### src/rtl/uart_rx_core.sv
// uart_rx_core: parametrised UART receiver with mid-bit sampling, false-start
// rejection, parity/stop checking and a valid/ready character output with overrun.
module uart_rx_core #(
    parameter int CLK_DIV   = 10417,
    parameter int DATA_BITS = 8,
    parameter int PARITY    = 0,
    parameter int STOP_BITS = 1
) (
    input  logic                 clk,
    input  logic                 rst_n,
    input  logic                 rx_en,
    input  logic                 rxd,
    output logic [DATA_BITS-1:0] data_out,
    output logic                 data_valid,
    input  logic                 data_ready,
    output logic                 parity_err,
    output logic                 frame_err,
    output logic                 overrun,
    output logic                 busy
);
    localparam int CNT_W = $clog2(CLK_DIV);
    localparam int BIT_W = $clog2(DATA_BITS + 1);
    localparam logic [CNT_W-1:0] HALF_LAST = CNT_W'(CLK_DIV / 2 - 1);
    localparam logic [CNT_W-1:0] FULL_LAST = CNT_W'(CLK_DIV - 1);
    localparam logic [BIT_W-1:0] DATA_LAST = BIT_W'(DATA_BITS - 1);
    localparam logic [BIT_W-1:0] STOP_LAST = BIT_W'(STOP_BITS - 1);

    typedef enum logic [2:0] {
        S_IDLE,
        S_START,
        S_DATA,
        S_PARITY,
        S_STOP,
        S_WAIT_HIGH
    } state_t;

    state_t               state, state_next;
    logic                 rx_meta, rxs;
    logic [CNT_W-1:0]     cnt, cnt_next;
    logic [BIT_W-1:0]     bit_cnt, bit_next;
    logic [DATA_BITS-1:0] shift_reg;
    logic                 perr_acc, ferr_acc;
    logic                 shift_en, par_en, stop_en, deliver;
    logic                 stop_bad, par_calc;

    assign stop_bad = ferr_acc | ~rxs;
    assign par_calc = ^{shift_reg, rxs};
    assign busy     = (state != S_IDLE);

    always_ff @(posedge clk or negedge rst_n) begin
        if (!rst_n) begin
            rx_meta <= 1'b1;
            rxs     <= 1'b1;
            state   <= S_IDLE;
            cnt     <= '0;
            bit_cnt <= '0;
        end else begin
            rx_meta <= rxd;
            rxs     <= rx_meta;
            state   <= state_next;
            cnt     <= cnt_next;
            bit_cnt <= bit_next;
        end
    end

    // cnt restarts on every state entry and after every sample; bit_cnt counts
    // data bits in DATA and stop bits in STOP.
    always_comb begin
        state_next = state;
        cnt_next   = cnt + CNT_W'(1);
        bit_next   = bit_cnt;
        shift_en   = 1'b0;
        par_en     = 1'b0;
        stop_en    = 1'b0;
        deliver    = 1'b0;
        case (state)
            S_IDLE: begin
                cnt_next = '0;
                bit_next = '0;
                if (!rxs) state_next = S_START;
            end
            S_START: begin
                if (cnt == HALF_LAST) begin
                    cnt_next   = '0;
                    bit_next   = '0;
                    state_next = rxs ? S_IDLE : S_DATA;
                end
            end
            S_DATA: begin
                if (cnt == FULL_LAST) begin
                    cnt_next = '0;
                    shift_en = 1'b1;
                    if (bit_cnt == DATA_LAST) begin
                        bit_next   = '0;
                        state_next = (PARITY != 0) ? S_PARITY : S_STOP;
                    end else begin
                        bit_next = bit_cnt + BIT_W'(1);
                    end
                end
            end
            S_PARITY: begin
                if (cnt == FULL_LAST) begin
                    cnt_next   = '0;
                    par_en     = 1'b1;
                    state_next = S_STOP;
                end
            end
            S_STOP: begin
                if (cnt == FULL_LAST) begin
                    cnt_next = '0;
                    stop_en  = 1'b1;
                    if (bit_cnt == STOP_LAST) begin
                        bit_next   = '0;
                        deliver    = 1'b1;
                        state_next = stop_bad ? S_WAIT_HIGH : S_IDLE;
                    end else begin
                        bit_next = bit_cnt + BIT_W'(1);
                    end
                end
            end
            S_WAIT_HIGH: begin
                cnt_next = '0;
                if (rxs) state_next = S_IDLE;
            end
            default: begin
                state_next = S_IDLE;
                cnt_next   = '0;
                bit_next   = '0;
            end
        endcase
        // Disabling abandons any partial frame without producing flags or data.
        if (!rx_en) begin
            state_next = S_IDLE;
            cnt_next   = '0;
            bit_next   = '0;
            shift_en   = 1'b0;
            par_en     = 1'b0;
            stop_en    = 1'b0;
            deliver    = 1'b0;
        end
    end

    always_ff @(posedge clk or negedge rst_n) begin
        if (!rst_n) begin
            shift_reg  <= '0;
            perr_acc   <= 1'b0;
            ferr_acc   <= 1'b0;
            data_out   <= '0;
            data_valid <= 1'b0;
            parity_err <= 1'b0;
            frame_err  <= 1'b0;
            overrun    <= 1'b0;
        end else begin
            if (shift_en) shift_reg <= {rxs, shift_reg[DATA_BITS-1:1]};
            if (state == S_START) begin
                perr_acc <= 1'b0;
                ferr_acc <= 1'b0;
            end
            if (par_en) perr_acc <= (PARITY == 1) ? ~par_calc : par_calc;
            if (stop_en && !rxs) ferr_acc <= 1'b1;
            overrun <= 1'b0;
            // A held character is only replaced if it is being consumed this cycle.
            if (deliver) begin
                if (!data_valid || data_ready) begin
                    data_out   <= shift_reg;
                    parity_err <= perr_acc;
                    frame_err  <= stop_bad;
                    data_valid <= 1'b1;
                end else begin
                    overrun <= 1'b1;
                end
            end else if (data_valid && data_ready) begin
                data_valid <= 1'b0;
            end
        end
    end
endmodule

### config.mk
export PLATFORM = sky130hd
export DESIGN_NAME = uart_rx_core
export DESIGN_NICKNAME = d
export VERILOG_FILES = /design/src/rtl/uart_rx_core.sv
export SDC_FILE = /design/constraint.sdc
export NUM_CORES = 1
export LEC_CHECK = 0
export CAP_MARGIN = 20
export CORE_UTILIZATION = 47
export CTS_CLUSTER_DIAMETER = 50
export DETAILED_ROUTE_END_ITERATION = 7
export GPL_TIMING_DRIVEN = 0
export PLACE_DENSITY_LB_ADDON = 0.2
export SYNTH_ARGS = -nofsm -noshare
export SYNTH_HDL_FRONTEND = slang
export SYNTH_SLANG_ARGS = --single-unit
### constraint.sdc
create_clock -name clk -period 1.8 [get_ports clk]
set_input_delay 0.18 -clock clk [delete_from_list [all_inputs] [get_ports clk]]
set_output_delay 0.18 -clock clk [all_outputs]
set_load 0.01 [all_outputs]
==> results.tsv, run 1 <==
stage	metric	value	unit
run_status	status	finished, violations left	
run_status	failing checks	negative setup slack	
drt	Iter 0 DRT Violations	105	
drt	metal2 WL	2270	µm
sta	post-route clock period utilization	104	%
grt	initial antenna violation count	0	
synth	main combinational cell family by area after synthesis	simple AND/OR/NAND/NOR gates	
placement	Placement Setup Slack	-0.350	ns
placement	IO buf count	17	
setup_path	Critical Path End Type	flip-flop	
floorplan	Die Span X	71.8	µm
sta	max-slew violations	0	
drt	DRC viols	0	
drt	total iterations of the first detailed-routing run	4	
setup_path	critical path's slowest cell	dfrtp_1	
synth	Post-Synth Adder-Cell Area	2.18	%
setup_path	critical path class	flip-flop to flip-flop	
cells_and_area	Largest register FFs	14	
drt	Final ANT Viol Nets	0	
sta	final setup vio count	6	
floorplan	Die Ht	71.8	µm
cells_and_area	Syn-to-layout area delta	29.5	%
cells_and_area	fin cells	309	
placement	Placed Instances	280	
sta	slack of the critical path	-0.0779	ns
setup_path	Critical Path Start Type	flip-flop	
drt	WL/cell	15.6	µm
power_and_ir_drop	P_leak	1.33	nW
floorplan	I/O pin count	18	
clock_tree	Worst-Skew Late Latency	0.30	ns
synth	Post-Synth Simple-Gate Area	21.6	%
hold_path	worst hold path class	input pin to flip-flop	
sta	relative slew slack	69.3	%
setup_path	Top delay family on crit path	simple AND/OR/NAND/NOR gates	
grt	gr ovfl total	0	
clock_tree	Reg clk slew, reported paths	0.09	ns
synth	EDFF count, synth	0	
run	Max Cap Violations	0	
synth	Ys Warns	0	
sta	clock skew	0.00886	ns
placement	hpwl dp	3140	µm
synth	Synthesized Nets	217	
synth	Mapped Cells	208	
cells_and_area	antenna diode count	0	
floorplan	die area	5160	µm²
synth	Cell Area, Synth	2290	µm²
synth	Synth Area in Compound Gates	6.33	%
clock_tree	# clock sinks	45	
drt	WL met3	106	µm
clock_tree	Root Buffer	clkbuf_8	
setup_path	Max FO, Critical Path	3	
power_and_ir_drop	Overall Power	0.00248	W
floorplan	Starting Density	48.9	%
setup_path	critical path, cell by cell	inv_2, ha_4, or3b_4, a22o_1, o21ai_2, nand2_2, mux2_4	
sta	RSZ-0062 raised after global routing	true	
drt	met1 WL	2380	µm
synth	ys async rst share	100	%
cells_and_area	final-stage net count	263	
clock_tree	CTS tree	yes	
grt	GRT Total Usage	20.3	%
clock_tree	htree depth	2	
floorplan	num rows	25	
grt	largest net degree at the start of global routing	29	
synth	mux cell area share after synthesis	10.6	%
drt	Total Wirelength	4820	µm
clock_tree	Inserted Clock Buffers	5	
synth	post-synth cell types	48	
synth	syn avg cell area	11.0	µm²
drt	Vias	1679	
grt	vias in the first global route	1655	
setup_path	Worst Path Arrival	2.07	ns
sta	crit path time final	1.88	ns
drt	highest metal used	met4	
cells_and_area	cell area after layout	2970	µm²
placement	gp weighted congestion	0.763	
sta	Worst-Margin Slew	0.460	ns
sta	final hold vios	0	
setup_path	Buf+Inv Stages, Crit Path	1	
clock_tree	CTS max path bufs	2	
synth	Post-Synth XOR/XNOR Area	7.26	%
power_and_ir_drop	worst vdd ir	499	µV
synth	Synth Register Bits	45	
sta	Fmax	533	MHz
sta	total negative slack	-0.203	ns
floorplan	core area	4690	µm²
drt	Via density	5.43	
placement	Area after DPL	2560	µm²
setup_path	CP peak stage delay	0.40	ns
synth	Post-synth top flop	dfrtp_1	
synth	register area share after synthesis	49.2	%
setup_path	Req. time, crit path	1.99	ns
power_and_ir_drop	Pwr per Cell Area	834	nW/µm²
grt	global-route wire length before repair	7900	µm
cells_and_area	layout cells sized above 1	34.9	%
-- power by group --
part | total (W) | switching, W | internal [W]
logic | 0.000719 | 0.000373 | 0.000346
registers | 0.00108 | 0.0000315 | 0.00105
clock network | 0.000673 | 0.000354 | 0.000319
total | 0.00248 | 0.000759 | 0.00172
-- Yosys cell counts, drive strengths merged (3+ instances only) --
cell    instances  area (µm²)
nand2          11        46.3
xor2           11        96.3
o21ai           5        25.0
nor2           19        73.8
nand3b          3        22.5
nor3b           3        27.5
xnor2           8        70.1
nand3          10        50.1
buf             4        22.5
dfrtp          43        1080
mux2i           3        30.0
or4             3        22.5
ha              4        50.1
nand2b          3        18.8
nand4           9        56.3
mux2           19         214
nor2b           3        18.8
inv            11        41.3
and3            4        25.0
a21oi           4        20.0
nor3            4        25.0
-- kinds of logic after synthesis --
logic type	Yosys count
adders and majority gates	4
DFF	45
xor gates and xnor gates	19
and+or+nand+nor	83
muxes	22
buffers and inverters	15
AOI/OAI and AO/OA	20
-- stage by stage --
step	util [%]	hold WS (ns)
floorplan	-	-0.116
global placement	54.3	0.346
detailed placement	54.7	0.152
CTS	60.5	0.272
global route	63.3	0.265
finish	63.3	0.279
-- cell usage in the layout (no fill, tap or decap), types with 3 or more instances in the layout --
cell,n
dfrtp_2,7
and3_1,4
mux2i_1,3
nor2_1,18
mux2_2,17
a21oi_1,4
o21ai_0,4
dfrtp_1,36
nand3_1,9
xnor2_1,8
nand2b_1,3
or4_1,3
nand4_1,9
clkbuf_8,6
nor2b_1,3
nand2_1,6
nand2_2,4
nand3b_1,3
buf_4,20
xor2_1,11
clkdlybuf4s50_1,16
inv_1,9
-- worst register-to-register path, stage by stage, from the launching register on --
cell	delay, ns
dfrtp_1	0.40
inv_2	0.09
ha_4	0.13
or3b_4	0.37
a22o_1	0.24
o21ai_2	0.13
nand2_2	0.10
mux2_4	0.31
-- area by class of cell --
type | instances | area, µm²
Timing Repair Buffer | 38 | 342
Buffer | 4 | 31.3
Inverter | 11 | 41.3
Clock buffer | 6 | 82.6
Sequential cell | 45 | 1140
Fill cell | 386 | 1720
Multi-Input combinational cell | 149 | 1250
Clock inverter | 2 | 17.5
Tap cell | 54 | 67.6
-- what timing repair did --
action	CTS	global route
buffers inserted	10	9
pin swaps	8	10
endpoints found under the hold margin	17	0
resized for setup	21	16
endpoints found under the setup margin	36	37
gates cloned	1	0
hold buffers	1	0
-- per-layer routing --
layer	track usage (%)	vias up
met5	0	-
met4	8.06	0
met3	4.22	4
met2	31.7	23
met1	27.7	819
li1	-	833
-- final timing paths --
kind	startpoint	end	slack (ns)	cells after the start
worst min-delay path	rxd	rx_meta$_DFF_PN1_	0.28	1
worst max-delay path	bit_cnt[1]$_DFFE_PN0P_	state[0]$_DFFE_PN0P_	-0.08	7
min in group asynchronous	rst_n	state[1]$_DFFE_PN0P_	0.35	2
worst min register to register	rx_meta$_DFF_PN1_	rxs$_DFF_PN1_	0.36	0
worst max register to register	bit_cnt[1]$_DFFE_PN0P_	state[0]$_DFFE_PN0P_	-0.08	7
max in group asynchronous	rst_n	rx_meta$_DFF_PN1_	0.88	3
No activity file was read; power rests on OpenSTA's default activity.
==> inputs of run 2 (changes only) <==
--- a/config.mk
+++ b/config.mk
@@ -5,6 +5,7 @@
 export SDC_FILE = /design/constraint.sdc
 export NUM_CORES = 1
 export LEC_CHECK = 0
+export ABC_CLOCK_PERIOD_IN_PS = 1800
 export CAP_MARGIN = 20
 export CORE_UTILIZATION = 47
 export CTS_CLUSTER_DIAMETER = 50
==> results of run 2 <==
Same layout as run 1: the final DEF is identical, and so are final timing and power.
